===== src/rtl/ex_muldiv_unit.sv =====
// RV32M/RV64M multiply/divide execute unit: MUL* in MUL_LAT cycles, DIV/REM in XLEN+1
// (or 1 for divide-by-zero / signed overflow when EARLY_OUT=1); stalls the pipe while busy.
module ex_muldiv_unit #(
  parameter int XLEN       = 32,
  parameter int REG_ADDR_W = 5,
  parameter int MUL_LAT    = 3,
  parameter int EARLY_OUT  = 1
) (
  input  logic                  clk,
  input  logic                  rst,
  input  logic                  flush,
  input  logic                  in_valid,
  output logic                  in_ready,
  input  logic [2:0]            op,
  input  logic [XLEN-1:0]       rs1,
  input  logic [XLEN-1:0]       rs2,
  input  logic [REG_ADDR_W-1:0] rd_i,
  output logic                  out_valid,
  input  logic                  out_ready,
  output logic [XLEN-1:0]       rd_data_o,
  output logic [REG_ADDR_W-1:0] rd_o,
  output logic                  stall_req
);

  localparam int CNT_W = $clog2(XLEN + MUL_LAT + 1);
  localparam logic [CNT_W-1:0] MUL_CNT = (MUL_LAT > 1) ? CNT_W'(MUL_LAT - 2) : '0;
  localparam logic [CNT_W-1:0] DIV_CNT = CNT_W'(XLEN - 1);
  localparam logic [XLEN-1:0]  MIN_INT = {1'b1, {(XLEN-1){1'b0}}};

  typedef enum logic [1:0] {S_IDLE, S_MUL, S_DIV, S_DONE} state_t;

  state_t                  r_state, w_state_nxt;
  logic [CNT_W-1:0]        r_cnt;
  logic [XLEN-1:0]         r_result;
  logic [REG_ADDR_W-1:0]   r_rd;
  logic [XLEN-1:0]         r_rem, r_quo, r_dvs;
  logic                    r_qneg, r_rneg, r_is_rem, r_special;

  logic                    w_accept, w_sgn, w_neg1, w_neg2, w_div0, w_ovf, w_special, w_early;
  logic [XLEN-1:0]         w_abs1, w_abs2, w_special_res, w_mul_res;
  logic [2*XLEN-1:0]       w_mul_a, w_mul_b, w_prod;
  logic [XLEN:0]           w_diff;
  logic                    w_qbit;
  logic [XLEN-1:0]         w_rem_nxt, w_quo_nxt, w_quo_fix, w_rem_fix, w_div_res;

  assign in_ready  = (r_state == S_IDLE);
  assign out_valid = (r_state == S_DONE);
  assign stall_req = (r_state != S_IDLE) && !(out_valid && out_ready);
  assign rd_data_o = r_result;
  assign rd_o      = r_rd;

  // flush wins over accept: an op offered during a flush cycle is dropped
  assign w_accept = in_valid && in_ready && !flush;

  assign w_sgn         = !op[0];
  assign w_neg1        = w_sgn && rs1[XLEN-1];
  assign w_neg2        = w_sgn && rs2[XLEN-1];
  assign w_abs1        = w_neg1 ? -rs1 : rs1;
  assign w_abs2        = w_neg2 ? -rs2 : rs2;
  assign w_div0        = (rs2 == '0);
  assign w_ovf         = w_sgn && (rs1 == MIN_INT) && (rs2 == '1);
  assign w_special     = w_div0 || w_ovf;
  assign w_special_res = op[1] ? (w_div0 ? rs1 : '0) : (w_div0 ? '1 : rs1);
  assign w_early       = (EARLY_OUT != 0) && op[2] && w_special;

  // sign-extend per operand so one 2*XLEN product covers all four multiply flavours
  assign w_mul_a   = {{XLEN{(op[1] ^ op[0]) & rs1[XLEN-1]}}, rs1};
  assign w_mul_b   = {{XLEN{(op[1:0] == 2'b01) & rs2[XLEN-1]}}, rs2};
  assign w_prod    = w_mul_a * w_mul_b;
  assign w_mul_res = (op[1:0] == 2'b00) ? w_prod[XLEN-1:0] : w_prod[2*XLEN-1:XLEN];

  // restoring step: dividend bits shift out of r_quo into r_rem as quotient bits shift in
  assign w_diff    = {r_rem, r_quo[XLEN-1]} - {1'b0, r_dvs};
  assign w_qbit    = !w_diff[XLEN];
  assign w_rem_nxt = w_qbit ? w_diff[XLEN-1:0] : {r_rem[XLEN-2:0], r_quo[XLEN-1]};
  assign w_quo_nxt = {r_quo[XLEN-2:0], w_qbit};
  assign w_quo_fix = r_qneg ? -w_quo_nxt : w_quo_nxt;
  assign w_rem_fix = r_rneg ? -w_rem_nxt : w_rem_nxt;
  // corner-case value was parked in r_result at accept when the full-latency path runs
  assign w_div_res = r_special ? r_result : (r_is_rem ? w_rem_fix : w_quo_fix);

  always_ff @(posedge clk) begin
    if (rst) r_state <= S_IDLE;
    else     r_state <= w_state_nxt;
  end

  always_comb begin
    w_state_nxt = r_state;
    case (r_state)
      S_IDLE: begin
        if (w_accept) begin
          if (!op[2])       w_state_nxt = (MUL_LAT <= 1) ? S_DONE : S_MUL;
          else if (w_early) w_state_nxt = S_DONE;
          else              w_state_nxt = S_DIV;
        end
      end
      S_MUL:   if (r_cnt == '0) w_state_nxt = S_DONE;
      S_DIV:   if (r_cnt == '0) w_state_nxt = S_DONE;
      S_DONE:  if (out_ready)   w_state_nxt = S_IDLE;
      default: w_state_nxt = S_IDLE;
    endcase
    if (flush) w_state_nxt = S_IDLE;
  end

  always_ff @(posedge clk) begin
    if (rst) begin
      r_cnt     <= '0;
      r_result  <= '0;
      r_rd      <= '0;
      r_rem     <= '0;
      r_quo     <= '0;
      r_dvs     <= '0;
      r_qneg    <= 1'b0;
      r_rneg    <= 1'b0;
      r_is_rem  <= 1'b0;
      r_special <= 1'b0;
    end else if (w_accept) begin
      r_rd      <= rd_i;
      r_qneg    <= w_neg1 ^ w_neg2;
      r_rneg    <= w_neg1;
      r_is_rem  <= op[1];
      r_special <= w_special;
      r_rem     <= '0;
      r_quo     <= w_abs1;
      r_dvs     <= w_abs2;
      if (!op[2]) begin
        r_result <= w_mul_res;
        r_cnt    <= MUL_CNT;
      end else begin
        r_result <= w_special_res;
        r_cnt    <= DIV_CNT;
      end
    end else if (r_state == S_MUL) begin
      r_cnt <= r_cnt - 1'b1;
    end else if (r_state == S_DIV) begin
      r_rem <= w_rem_nxt;
      r_quo <= w_quo_nxt;
      r_cnt <= r_cnt - 1'b1;
      if (r_cnt == '0) r_result <= w_div_res;
    end
  end

endmodule


===== config.mk =====
export PLATFORM = sky130hd
export DESIGN_NAME = ex_muldiv_unit
export DESIGN_NICKNAME = d
export VERILOG_FILES = /design/src/rtl/ex_muldiv_unit.sv
export SDC_FILE = /design/constraint.sdc
export NUM_CORES = 2
export LEC_CHECK = 0
export CAP_MARGIN = 0
export CORE_ASPECT_RATIO = 0.75
export CORE_MARGIN = 2
export CORE_UTILIZATION = 35
export DETAILED_ROUTE_END_ITERATION = 10
export DONT_BUFFER_PORTS = 1
export PLACE_DENSITY = 0.57
export RECOVER_POWER = 25
export SYNTH_ARGS = -nofsm -noshare
export SYNTH_HDL_FRONTEND = slang
export SYNTH_SLANG_ARGS = --single-unit
export TNS_END_PERCENT = 5

===== constraint.sdc =====
create_clock -name clk -period 12 [get_ports clk]
set_clock_uncertainty 0.15 [all_clocks]
set_input_delay 1.2 -clock clk [delete_from_list [all_inputs] [get_ports clk]]
set_output_delay 1.2 -clock clk [all_outputs]
set_load 0.005 [all_outputs]

Yosys cells after proc, flatten, opt, wreduce, memory -nomap -nowiden. Index checks and enable logic that the tools add are counted.

Add/subtract/negate cells: 6. Multipliers: 1. Equality and inequality tests: 11. Muxes and demuxes: 29. Bitwise logic cells: 5. Reductions and logical operators: 29.

Operator list (count): two-way mux 32 bit (19); negation 32 bit (4); equality test 32 bit (second input constant) (2); multiplier 33 x 33 -> 64 bit (1); subtractor 33 x 32 -> 33 bit (1); zero test 32 bit (1); two-way mux 6 bit (3); logical AND 1 bit (9); two-way mux 2 bit (4); != test 2 x 1 -> 1 bit (second input constant) (4); zero test 6 bit (1); case mux 2 bit (3 select lines) (1); nonzero test 2 bit (3); OR reduction 2 bit (3); subtractor 6 x 1 -> 6 bit (second input constant) (1); two-way mux 5 bit (1); equality test 2 x 1 -> 1 bit (second input constant) (2); equality test 2 bit (second input constant) (2); zero test 1 bit (4); zero test 2 bit (2); AND reduction 2 bit (2); AND reduction 4 bit (1); AND reduction 3 bit (1); nonzero test 3 bit (1); other kinds (6) (8).

Flip-flop bits (word level): 145. Bits of input ports: 77. Output and inout bits: 40.

Longest topological paths before layout.
Word-level depth: 10. Gate-level depth with buffers: 35. Mapped depth without buffers: 32.

Worst setup path before layout. No wires, ideal clock.

Kind: input -> register. Start point: in op[1]. End point: reg r_result[30] (netlist: rd_data_o[30]). Arrival time: 9.555 ns. Data required time: 11.732 ns. Slack: 2.177 ns. Stages: 33. Path buffers: 3. Path through: inv_1 -> clkbuf_1 -> ha_1 -> and2_0 -> clkbuf_1 -> nand2_1 -> inv_1 -> fa_1 -> inv_1 -> fa_1 -> inv_1 -> fa_1 -> fa_1 -> inv_1 -> fa_1 -> inv_1 -> fa_1 -> inv_1 -> fa_1 -> fa_1 -> inv_1 -> ha_1 -> clkbuf_1 -> a21o_1 -> a21o_1 -> a21oi_1 -> and2_1 -> a22oi_1 -> a211oi_1 -> o31ai_1 -> mux2_2 -> o21ai_0 -> o21ai_1.

Word-level cells in the longest chain between the ends: 6. Elaborated cells between the ends (all ways): 10. Classes of those cells: mul: 1; eq/ne: 1; mux: 4; bitwise: 3; reduce/logical: 1.

RTL lines: start: declaration (line 14) `input logic [2:0] op,`; equality test 2 x 1 -> 1 bit or XOR 1 bit (tied branches) (line 68, 67); bitwise AND 1 bit, on equally long branches (line 68, 67); multiplier 33 x 33 -> 64 bit (line 69) `assign w_prod = w_mul_a * w_mul_b;`; two-way mux 32 bit (line 70) `assign w_mul_res = (op[1:0] == 2'b00) ? w_prod[XLEN-1:0] : w_prod[2*XLEN-1:XLEN];`; two-way mux 32 bit (*) (line 126) `if (!op[2]) begin`; two-way mux 32 bit (*) (line 117) `end else if (w_accept) begin`; end signal: assignment (line 127) `r_result <= w_mul_res;`; end signal: assignment (line 130) `r_result <= w_special_res;`; end signal: assignment (line 139) `if (r_cnt == '0) r_result <= w_div_res;`; end: declaration (line 34) `logic [XLEN-1:0] r_result;`.

Mark *: on every way between the ends. The rest lies on a longest branch, timed or not. A chain may end at the register's enable or synchronous reset.

Final worst setup path.
Start point: in op[0]. End point: reg r_result[30] (netlist: rd_data_o[30]).

Word-level cells in the longest chain between the ends: 6. Elaborated cells between the ends (all ways): 9. Classes of those cells: mul: 1; eq/ne: 1; mux: 3; bitwise: 3; reduce/logical: 1.

RTL lines (line): equality test 2 x 1 -> 1 bit or XOR 1 bit (tied branches) (68, 67); bitwise AND 1 bit, on equally long branches (68, 67); multiplier 33 x 33 -> 64 bit (69); two-way mux 32 bit (*) (70); two-way mux 32 bit (*) (126); two-way mux 32 bit (*) (117).

Marked as above.

==> impl_results.md <==
* Busiest grt layer: met1
* Antenna violations before repair at 10
* Met3 Use GR at 4.31%
* Vias in the first global route at 41700
* WP data required at ~12 ns
* H-tree level count at 4
* CP startpoint kind: primary input
* Proportion of layout cells with a drive suffix above 1 at 1.99%
* Total Routing Usage GR at a little under a quarter
* Cells after DPL at 7536
* Register bit total from synthesis at 145
* Die Y at 333 µm
* Crit path kind: primary input to register
* Clk_lat worst skew at 0.46 ns
* Final nets at slightly above 7000
* Slew headroom at -81.7%
* Core Util, Final at 36.5%
* Clock root buffer: clkbuf_16
* Failing checks: max-capacitance violations, max-slew violations
* Synthesized net count at 7478
* F_max at 0.0962 GHz
* # setup viols final at 0
* GRT met2 Usage at 33.4%
* Routed wire length per instance at 22.5 µm
* Distinct cells, synth at 95
* Register area share after synthesis at 5.74%
* CP max stage delay at 0.86 ns
* CTS sink count at 145
* IO Pins at ~120
* RePlAce Congestion at 0.960
* DP HPWL at 128 mm
* DRT Pass-1 Iters at 6
* Total Wirelength at 170 mm
* Status: finished, violations left
* DR DRC count at 0
* Hold Path Class: register to register
* Worst-margin pin slew at 2.72 ns
* Max clock buf depth at 2
* Ys async rst share at 0%
* CTS tree: done
* Element type at the critical path end: register
* Hold Buf Count CTS at 0
* CP Data Arrival Time at 10.59 ns
* Starting Density at 35.3%
* CTS Buf Count at 17
* Via-to-Cell Ratio at 5.39
* Final instance count without filler cells at 7579
* Setup WS post-layout at 1.60 ns
* Number of setup buffers added after CTS at 0
* ANT nets after route at 0
* Final Hold Violating Endpoints at 0
* Synth Flop Type: dfxtp_1
* Vias at 40800
* RSZ-0062 raised after global routing: false
* Fin crit share at 86.6%
* Die area at approximately 150000 µm²
* Initial DRC count at 4195
* # rows at 120
* Area grow syn2layout at 3.26%
* Max Cap Viol at 1
* Fin. max-slew vios at 39
* Post-cts resize count at 0
* Ys Warns at 0
* CTS clock-pin slew for the worst setup and hold paths at ~0.070 ns
* Synth Area per Inst at 8.40 µm²
* Largest net degree at the start of global routing at 86
* Worst Path Max Fanout at 18
* Syn Std Cell Area at 50600 µm²
* Die width at ~440 µm
* Gr ovfl total at 0
* Met1 Use GR at a little over a third
* Fill count at 14800
* Critical path's slowest cell: fa_1
* I/O Buffers at 0
* EDFF count, synth at 0
* Final TNS setup at 0 ns
* First-pass GRT wire length at 265 mm
* Worst slack, placed at about 1.2 ns
* Synthesized instance count at 6018
* Minimum clock period at 10.40 ns
* Core area at between 100000 and 150000 µm²
## synth_stat cells, drive strengths merged (33+ instances only)
cell type	n	area, µm²
dfxtp	145	2900
mux2i	38	380
o22ai	38	238
fa	1126	22500
clkbuf	297	1110
o31ai	34	260
nand2	930	3490
and3	33	206
ha	257	3220
nand3	47	235
xor2	84	736
nor3	54	275
a21oi	225	1130
a21o	46	345
o21ai	175	876
and2	273	1710
buf	96	414
a211oi	69	523
inv	1271	4770
xnor2	119	1050
nor2	267	1000
## area by class of cell
cell class / count / area [µm²] / share of cell area [%]
well taps: 1891 / 2370 / 4.53
flip-flops and latches: 145 / 2900 / 5.56
clock inverters: 15 / 166 / 0.319
inverters: 1272 / 4770 / 9.14
multi-input cells: 4208 / 41400 / 79.3
repair buffers: 20 / 150 / 0.288
clock buffers: 17 / 425 / 0.815
diodes: 11 / 27.5 / 0.0527
## per-layer routing
metal  vias up  wire (µm)
met4         0       4150
met3       221      17200
met1     21000      79300
met2      1945      69900
li1      17600          -
met5         -          0
## final timing paths
check                                            start  cells past startpoint  slack (ns)                          to
worst max-delay path                             op[0]                     29        1.60  rd_data_o[30]$_SDFFE_PP0P_
worst min-delay path            r_special$_SDFFE_PP0P_                      2        0.33      r_special$_SDFFE_PP0P_
worst max register to register  r_quo[31]$_SDFFE_PP0P_                     26        4.93  rd_data_o[28]$_SDFFE_PP0P_
worst min register to register  r_special$_SDFFE_PP0P_                      2        0.33      r_special$_SDFFE_PP0P_
## kinds of logic (layout without fill, tap and decap cells)
group	count (synthesis)	in the layout	share of synthesized area, %
mux	48	48	0.975
flops	145	145	5.74
fa+ha+maj	1401	1401	51.3
compound gates	782	782	10.0
simple gates	1774	1774	16.0
xor+xnor	203	203	3.53
buf+inv	1665	1324	12.5
other cells	0	11	0
## worst max-delay path: cells and delay by family
family                     cells  cell delay (ns)
adders and majority gates     10             5.47
buffers and inverters          9             1.39
muxes                          1             0.38
AOI/OAI and AO/OA              6             1.43
and+or+nand+nor                3             0.72
## stage by stage
stage / hold WS, ns / instance area, µm²
floorplan: 0.276 / 50600
global placement: 0.288 / 51600
detailed placement: 0.310 / 51600
CTS: 0.329 / 52200
global route: 0.357 / 52200
finish: 0.331 / 52200
## placed cells by master, fill, tap and decap left out, types with 20 or more instances in the layout
| cell | count |
|---|---|
| nor2_1 | 266 |
| o211ai_1 | 24 |
| fa_1 | 1126 |
| buf_4 | 20 |
| o21ai_0 | 164 |
| inv_1 | 1270 |
| nand2b_1 | 20 |
| xor2_1 | 84 |
| a21oi_1 | 224 |
| and2_1 | 270 |
| ha_1 | 256 |
| o22ai_1 | 38 |
| or2_2 | 20 |
| nand3_1 | 47 |
| nor3_1 | 53 |
| dfxtp_1 | 145 |
| xnor2_1 | 118 |
| nand2_1 | 930 |
| a211oi_1 | 68 |
| a21o_1 | 46 |
| and3_1 | 33 |
| nand4_1 | 26 |
| mux2i_1 | 38 |
| o31ai_1 | 33 |
## sequential cells by signal (all words and copies together) (netlist names)
register / count
r_rem: 32
r_special: 1
r_state: 2
r_is_rem: 1
r_dvs: 32
r_quo: 32
r_rneg: 1
r_qneg: 1
rd_data_o: 32
r_cnt: 6
rd_o: 5
Power is not shown: default switching activity piles up to over one toggle a cycle in this logic, so the estimate is an artifact.
